==> config.mk <==
export PLATFORM = sky130hd
export DESIGN_NAME = hd44780_byte_sender
export DESIGN_NICKNAME = d
export VERILOG_FILES = /design/src/rtl/hd44780_byte_sender.sv
export SDC_FILE = /design/constraint.sdc
export NUM_CORES = 1
export LEC_CHECK = 0
export ABC_AREA = 1
export BUFFER_PORTS_ARGS = -buffer_cell sky130_fd_sc_hd__clkbuf_2
export CAP_MARGIN = 0
export CORE_ASPECT_RATIO = 0.7
export CORE_MARGIN = 2
export CORE_UTILIZATION = 40
export DETAILED_ROUTE_END_ITERATION = 16
export GPL_TIMING_DRIVEN = 0
export HOLD_SLACK_MARGIN = 0.06
export PLACE_DENSITY = 0.6
export SYNTH_ARGS = -nofsm -noshare
export SYNTH_HDL_FRONTEND = slang
export SYNTH_SLANG_ARGS = --single-unit
export TNS_END_PERCENT = 5
==> constraint.sdc <==
create_clock -name CLK_I -period 1.78 [get_ports CLK_I]
set_input_delay 0.356 -clock CLK_I [delete_from_list [all_inputs] [get_ports CLK_I]]
set_output_delay 0.356 -clock CLK_I [all_outputs]
set_load 0.005 [all_outputs]
==> src/rtl/hd44780_byte_sender.sv <==
// hd44780_byte_sender: sends one byte to an HD44780 LCD over a 4-bit bus (HI then LO nybble) and then waits out the settle delay.
// Optional feature: define H4_BYTE_SENDER_SINGLE_NYBBLE_EN to honour i_single (send the HI nybble only).
module hd44780_byte_sender #(
  parameter int TICKS_TAS   = 3,
  parameter int TICKS_PWEH  = 22,
  parameter int TICKS_TCYCE = 48,
  parameter int DELAY_CMD   = 2544,
  parameter int DELAY_LONG  = 78720,
  parameter int TIMER_BITS  = 17
) (
  input  logic       CLK_I,
  input  logic       RST_I,
  input  logic       STB_I,
  input  logic [7:0] i_byte,
  input  logic       i_rs,
  input  logic       i_long,
  input  logic       i_single,
  output logic       busy,
  output logic [3:0] o_lcd_nybble,
  output logic       o_rs,
  output logic       o_e
);
  typedef enum logic [2:0] {IDLE, SETUP, PULSE, HOLD, SETTLE} state_t;
  localparam logic [TIMER_BITS-1:0] L_TAS  = TIMER_BITS'(TICKS_TAS - 1);
  localparam logic [TIMER_BITS-1:0] L_PWEH = TIMER_BITS'(TICKS_PWEH - 1);
  localparam logic [TIMER_BITS-1:0] L_HOLD = TIMER_BITS'(TICKS_TCYCE - TICKS_TAS - TICKS_PWEH - 1);
  localparam logic [TIMER_BITS-1:0] L_CMD  = TIMER_BITS'(DELAY_CMD - 1);
  localparam logic [TIMER_BITS-1:0] L_LONG = TIMER_BITS'(DELAY_LONG - 1);
  state_t                r_state;
  logic                  r_hi;
  logic [3:0]            r_lo;
  logic                  r_long;
  logic [TIMER_BITS-1:0] r_cnt;
  logic                  w_zero;
  logic                  w_last;
  assign w_zero = (r_cnt == '0);
`ifdef H4_BYTE_SENDER_SINGLE_NYBBLE_EN
  logic r_single;
  assign w_last = !r_hi || r_single;
`else
  logic w_unused_single;
  assign w_unused_single = i_single;
  assign w_last = !r_hi;
`endif
  // Nybble sequencer: each state reloads the down-counter on entry and leaves when it reaches zero; outputs are registered with the state.
  always_ff @(posedge CLK_I or posedge RST_I) begin
    if (RST_I) begin
      r_state      <= IDLE;
      r_hi         <= 1'b1;
      r_lo         <= '0;
      r_long       <= 1'b0;
      r_cnt        <= '0;
      busy         <= 1'b0;
      o_lcd_nybble <= '0;
      o_rs         <= 1'b0;
      o_e          <= 1'b0;
`ifdef H4_BYTE_SENDER_SINGLE_NYBBLE_EN
      r_single     <= 1'b0;
`endif
    end else begin
      case (r_state)
        IDLE: if (STB_I) begin
          r_state      <= SETUP;
          r_hi         <= 1'b1;
          r_lo         <= i_byte[3:0];
          r_long       <= i_long;
          r_cnt        <= L_TAS;
          busy         <= 1'b1;
          o_lcd_nybble <= i_byte[7:4];
          o_rs         <= i_rs;
          o_e          <= 1'b0;
`ifdef H4_BYTE_SENDER_SINGLE_NYBBLE_EN
          r_single     <= i_single;
`endif
        end
        SETUP: if (w_zero) begin
          r_state <= PULSE;
          r_cnt   <= L_PWEH;
          o_e     <= 1'b1;
        end else r_cnt <= r_cnt - TIMER_BITS'(1);
        PULSE: if (w_zero) begin
          r_state <= HOLD;
          r_cnt   <= L_HOLD;
          o_e     <= 1'b0;
        end else r_cnt <= r_cnt - TIMER_BITS'(1);
        HOLD: if (w_zero) begin
          r_state      <= w_last ? SETTLE : SETUP;
          r_cnt        <= w_last ? (r_long ? L_LONG : L_CMD) : L_TAS;
          r_hi         <= 1'b0;
          o_lcd_nybble <= w_last ? o_lcd_nybble : r_lo;
        end else r_cnt <= r_cnt - TIMER_BITS'(1);
        SETTLE: if (w_zero) begin
          r_state <= IDLE;
          busy    <= 1'b0;
        end else r_cnt <= r_cnt - TIMER_BITS'(1);
        default: r_state <= IDLE;
      endcase
    end
  end
  // Parameter sanity: HOLD needs at least one cycle and the counter must fit the longest delay.
  a_tcyce: assert property (@(posedge CLK_I) TICKS_TCYCE >= TICKS_TAS + TICKS_PWEH + 1);
  a_width: assert property (@(posedge CLK_I) DELAY_LONG <= (2 ** TIMER_BITS) && DELAY_CMD <= (2 ** TIMER_BITS));
endmodule

Yosys cells after proc, flatten, opt, wreduce, memory -nomap -nowiden --
Index checks and enable logic that the tools add are counted. W data, S select, Z words.
Word-level totals: word-level logic and storage cells 60, input port bits 14, flip-flop bits (word level) 33
Operators by class: add/sub/neg operators 1, eq/ne operators 11, muxes and demuxes 26, reduce and logical (&&, ||, !) cells 13
Operators with widths (count):
- $mux W17 | 7
- $pmux W17 S5 | 1
- $mux W3 | 6
- $logic_not A17 Y1 | 1
- $sub A17 B1 Y17 const B | 1
- $pmux W3 S5 | 1
- $ne A2 B2 Y1 const B | 7
- $mux W4 | 3
- $reduce_and A3 Y1 | 3
- $pmux W4 S2 | 1
- $reduce_and A4 Y1 | 2
- $eq A3 B2 Y1 const B | 2
- $reduce_and A5 Y1 | 1
- $reduce_bool A5 Y1 | 1
- $mux W1 | 4
- $pmux W1 S2 | 2
- $reduce_bool A2 Y1 | 2
- $eq A3 B1 Y1 const B | 1
- $eq A3 B3 Y1 const B | 1
- $logic_not A3 Y1 | 1
- $pmux W1 S3 | 1
- $reduce_bool A3 Y1 | 1
- $reduce_and A2 Y1 | 1

Depth between registers and ports, before layout --
word-level depth 4, gate-level depth with buffers 14, depth with buffers taken out 13

Least setup slack after synthesis --
Ideal clock, no wire load.
path type register to register, start point register r_cnt[0], end point register r_cnt[8], setup slack 0.139 ns, stages on the path, launching flop included 13, data required time 1.663 ns, setup time 0.117 ns, arrival time 1.524 ns, period minus slack after synthesis 1.641 ns, buffers on the path 1, cell sequence dfrtp_1 inv_1 ha_1 inv_1 nor2_1 nand2_1 nor2_4 nand2_2 buf_6 o21ai_2 nand2_1 nand3_1 nand2_1
On the way: cells in the longest elaborated chain, start to end 3, elaborated cells on any way between the ends 9, classes of those cells add/sub (1); eq/ne (1); mux (5); reduce/logical (2)
RTL lines:
- start: declaration | RTL line 33 | logic [TIMER_BITS-1:0] r_cnt;
- start signal: assignment | RTL line 80 | end else r_cnt <= r_cnt - TIMER_BITS'(1);
- start signal: assignment | RTL line 85 | end else r_cnt <= r_cnt - TIMER_BITS'(1);
- start signal: assignment | RTL line 88 | r_cnt <= w_last ? (r_long ? L_LONG : L_CMD) : L_TAS;
- $sub A17 B1 Y17 or $logic_not A17 Y1 (tied branches)
- $mux W17 (tied with other cells) | RTL line 92 | SETTLE: if (w_zero) begin
- $pmux W17 S5 or $reduce_and A3 Y1 (tied branches)
Several ways; a longest one is shown, not always the timed one. The select of a mux whose other input is x is not followed. A chain may end at the register's enable or synchronous reset.

Worst setup path after layout --
start point register r_cnt[4], end point register r_cnt[0]
On the way: cells in the longest elaborated chain, start to end 3, elaborated cells on any way between the ends 7, classes of those cells eq/ne (1); mux (4); reduce/logical (2)
RTL lines:
- $logic_not A17 Y1 * | RTL line 36 | assign w_zero = (r_cnt == '0);
- $mux W17 (tied with other cells) | RTL line 86 | HOLD: if (w_zero) begin
- $pmux W17 S5 or $reduce_and A3 Y1 (tied branches)
Mark *: on every way between the ends. The rest lies on a longest branch, timed or not.

==> metrics <==
worst-path maximum fanout 10; area of the mapped netlist 2180 um2; DRC violations left 0; Synth Instances 304; total power density per cell area 2070 nW/um2; cell seen most often among critical-path stages sky130_fd_sc_hd__nand2_1; CTS Hold Bufs 0; remaining antenna violation count after routing 0; library cell contributing the largest single delay on the critical path sky130_fd_sc_hd__dfrtp_1; number of top-level pins 21; core area 5230 um2; floorplan die height 65.7 um; register bit count reported by yosys 33; TritonCTS clock tree yes; Commonest cells post-synth sky130_fd_sc_hd__nand2_1, sky130_fd_sc_hd__nor2_1, sky130_fd_sc_hd__dfrtp_1; Synth Area in XOR/XNOR 2.82%; largest area contributor in the netlist sky130_fd_sc_hd__dfrtp_1; std cell rows 22; main area contributors after synthesis sky130_fd_sc_hd__dfrtp_1, sky130_fd_sc_hd__nand2_1, sky130_fd_sc_hd__nor2_1; horizontal die dimension 92.2 um; Initial Util 41.6%; fraction of layout instances using a drive strength above 1 28.4%; max-slew violations 0; worst min-delay path category input port to async pin; Post-synth top flop sky130_fd_sc_hd__dfrtp_1; Post-synth ARST share 100%; proportion of synthesized area in mux cells under 10%; number of enable flip-flop cells after synthesis 0; largest net degree at the start of global routing 34; Clk Tree Root Cell sky130_fd_sc_hd__clkbuf_8; Data required, critical path 1.96 ns; run status finished, final reports clean; Synth cell types 33; critical path class register to register; final std cell area, no fill 2640 um2; Setup crit start kind register; worst rel slew slack a little over half; sequence of cells on the critical path nor2_1 > nand2_1 > nor2_4 > nand2_4 > buf_12 > nand2_2 > nand2_2 > nor2_1 > nand2_1 > nand2_1 > nand2_1; share of the yosys chip area belonging to registers 38.0%; via count of the first global-routing pass 1747; area fraction in and, or, nand and nor cells after synthesis 40.3%; H-tree lvl count 2; total number of yosys warnings 0; number of nets in the layout between 300 and 400; detailed-route wire length per cell 12.9 um; initial antenna violation count 0; port buffer count 19; synthesis-to-finish area growth 21.1%; Total GRT Usage 19.2%; Congestion Overflow GR 0; final worst path period need 1.73 ns; fraction of the cycle the final worst path needs 97.1%; Inserted Clock Buffers 5; Post-Syn Area per Cell 7.16 um2; via count ~2000; type of destination of the critical path register; setup repair after global routing missed its margin yes; worst-case vdd ir drop approximately 700 uV; Die ar. 6050 um2; detailed-routing iteration count for the pre-antenna-repair pass 4; fraction of post-synthesis cell area in the top cell type by area 36.8%; compound-cell area share of the yosys netlist 6.61%; fmax 578 MHz; detailed-placement wirelength estimate slightly below 4 mm; routed via count divided by cell count just under 5; clock latency at the later pin of the worst-skew pair between 0.2 and 0.3 ns; diode count 0; Final GP Congestion around 0.88; number of setup violations in the final report 0; cell with the most instances after synthesis sky130_fd_sc_hd__nand2_1; combinational family with the most area after synthesis simple AND/OR/NAND/NOR gates; clock net sink count 33; First DRT Iteration DRCs 136; delay of the slowest cell on the worst path 0.43 ns; Post-Place Cell Area 2360 um2; number of maximum-capacitance violations 0; Worst-path clk slew 0.07 ns; pin slew with the least headroom to its limit 0.689 ns; Final Skew approximately 0.0072 ns; global-route wire length before repair ~9 mm; adder-cell share of the synthesized area under 10%; routed wire length 5.29 mm; number of hold-slack violations in the final timing report 0; arrival time worst endpoint ~1.9 ns; nets in the synthesized netlist 320; utilization after layout 50.4%; family with the most delay on the worst path simple AND/OR/NAND/NOR gates; worst path buffer plus inverter count 1; Leak Pwr 0.00144 uW; number of buffers on the longest clock path 2
## state kept, by name (all words and copies together) (netlist names), 3 cells and up
register and cells:
o_lcd_nybble 4, r_cnt 17, r_lo 4, r_state 3
## worst paths after layout
| path | slack, ns | to | start | depth (start not counted) |
|---|---|---|---|---|
| max | 0.05 | r_cnt[0] | r_cnt[4] | 11 |
| min reg2reg | 0.49 | busy | busy | 2 |
| min | 0.15 | r_lo[0] | RST_I | 2 |
| max in group asynchronous | 1.14 | r_state[2] | RST_I | 2 |
| min in group CLK_I | 0.29 | o_rs | i_rs | 2 |
| max reg2reg | 0.05 | r_cnt[0] | r_cnt[4] | 11 |
## cell usage in the layout (no fill, tap or decap), types with 4 or more instances in the layout
master / netlist / layout
sky130_fd_sc_hd__clkbuf_8: 0 / 7
sky130_fd_sc_hd__clkbuf_2: 0 / 19
sky130_fd_sc_hd__nand2_1: 110 / 102
sky130_fd_sc_hd__mux2_2: 5 / 5
sky130_fd_sc_hd__inv_1: 26 / 23
sky130_fd_sc_hd__nand3_1: 24 / 19
sky130_fd_sc_hd__xor2_1: 6 / 6
sky130_fd_sc_hd__inv_2: 6 / 9
sky130_fd_sc_hd__buf_4: 2 / 7
sky130_fd_sc_hd__nor2_2: 5 / 7
sky130_fd_sc_hd__nor2_1: 34 / 30
sky130_fd_sc_hd__dfrtp_1: 32 / 31
sky130_fd_sc_hd__nand3_2: 2 / 7
sky130_fd_sc_hd__nor2_4: 5 / 8
sky130_fd_sc_hd__o21ai_0: 9 / 9
sky130_fd_sc_hd__nand2_2: 6 / 13
sky130_fd_sc_hd__mux2i_1: 4 / 4
## power by group
group          switching [uW]  leakage, uW  total [uW]  internal, uW
clock network             280    0.0000542         630           349
registers                 228     0.000416        1280          1050
logic                    2260     0.000966        3550          1290
total                    2770      0.00144        5460          2680
## cell type report
type	instances	area [um2]
inverter	32	120
tap	72	90.1
fill	531	2590
sequential	33	828
multi-input combinational	237	1320
buffer	3	38.8
clock inverter	1	5.00
timing repair buffer	25	140
clock buffer	7	96.3
## kinds of logic (layout without fill, tap and decap cells)
family,after synthesis,count (layout)
AOI/OAI and AO/OA,22,22
xor gates and xnor gates,7,7
adders and majority gates,2,2
buffers and inverters,35,68
DFF,33,33
muxes,9,9
and+or+nand+nor,196,197
## stage by stage
stage	worst slack (ns)	instances	setup TNS [ns]	hold slack [ns]	power [uW]
after floorplan	0.139	304	0	0.449	3640
after detailed placement	-0.154	395	-1.78	0.476	4400
after global routing	-0.0752	410	-0.560	0.228	5980
after global placement	-0.151	395	-1.23	0.464	4370
final	0.0508	410	0	0.154	5460
after CTS	-0.0121	408	-0.0121	0.290	5230
## worst register-to-register path, stage by stage, from the launching register on
cell and delay [ns]:
sky130_fd_sc_hd__dfrtp_1 0.43, sky130_fd_sc_hd__nor2_1 0.22, sky130_fd_sc_hd__nand2_1 0.15, sky130_fd_sc_hd__nor2_4 0.19, sky130_fd_sc_hd__nand2_4 0.09, sky130_fd_sc_hd__buf_12 0.16
sky130_fd_sc_hd__nand2_2 0.07, sky130_fd_sc_hd__nand2_2 0.06, sky130_fd_sc_hd__nor2_1 0.11, sky130_fd_sc_hd__nand2_1 0.05, sky130_fd_sc_hd__nand2_1 0.05, sky130_fd_sc_hd__nand2_1 0.05
## repair_timing
item / in CTS / in global routing
pin swaps: 2 / 5
resized for setup: 10 / 22
cloned: 1 / 0
setup buffers: 4 / 2
setup endpoints to repair: 22 / 22
## per-layer routing
metal  share of wire [%]  wire length [um]  GRT usage [%]
met5                   0                 0              0
met4                 1.2                63           5.60
met3                 4.4               233           3.78
met2                  39              2040           24.6
met1                  56              2940           31.4
Note: power is estimated with default switching activity, not from simulation.
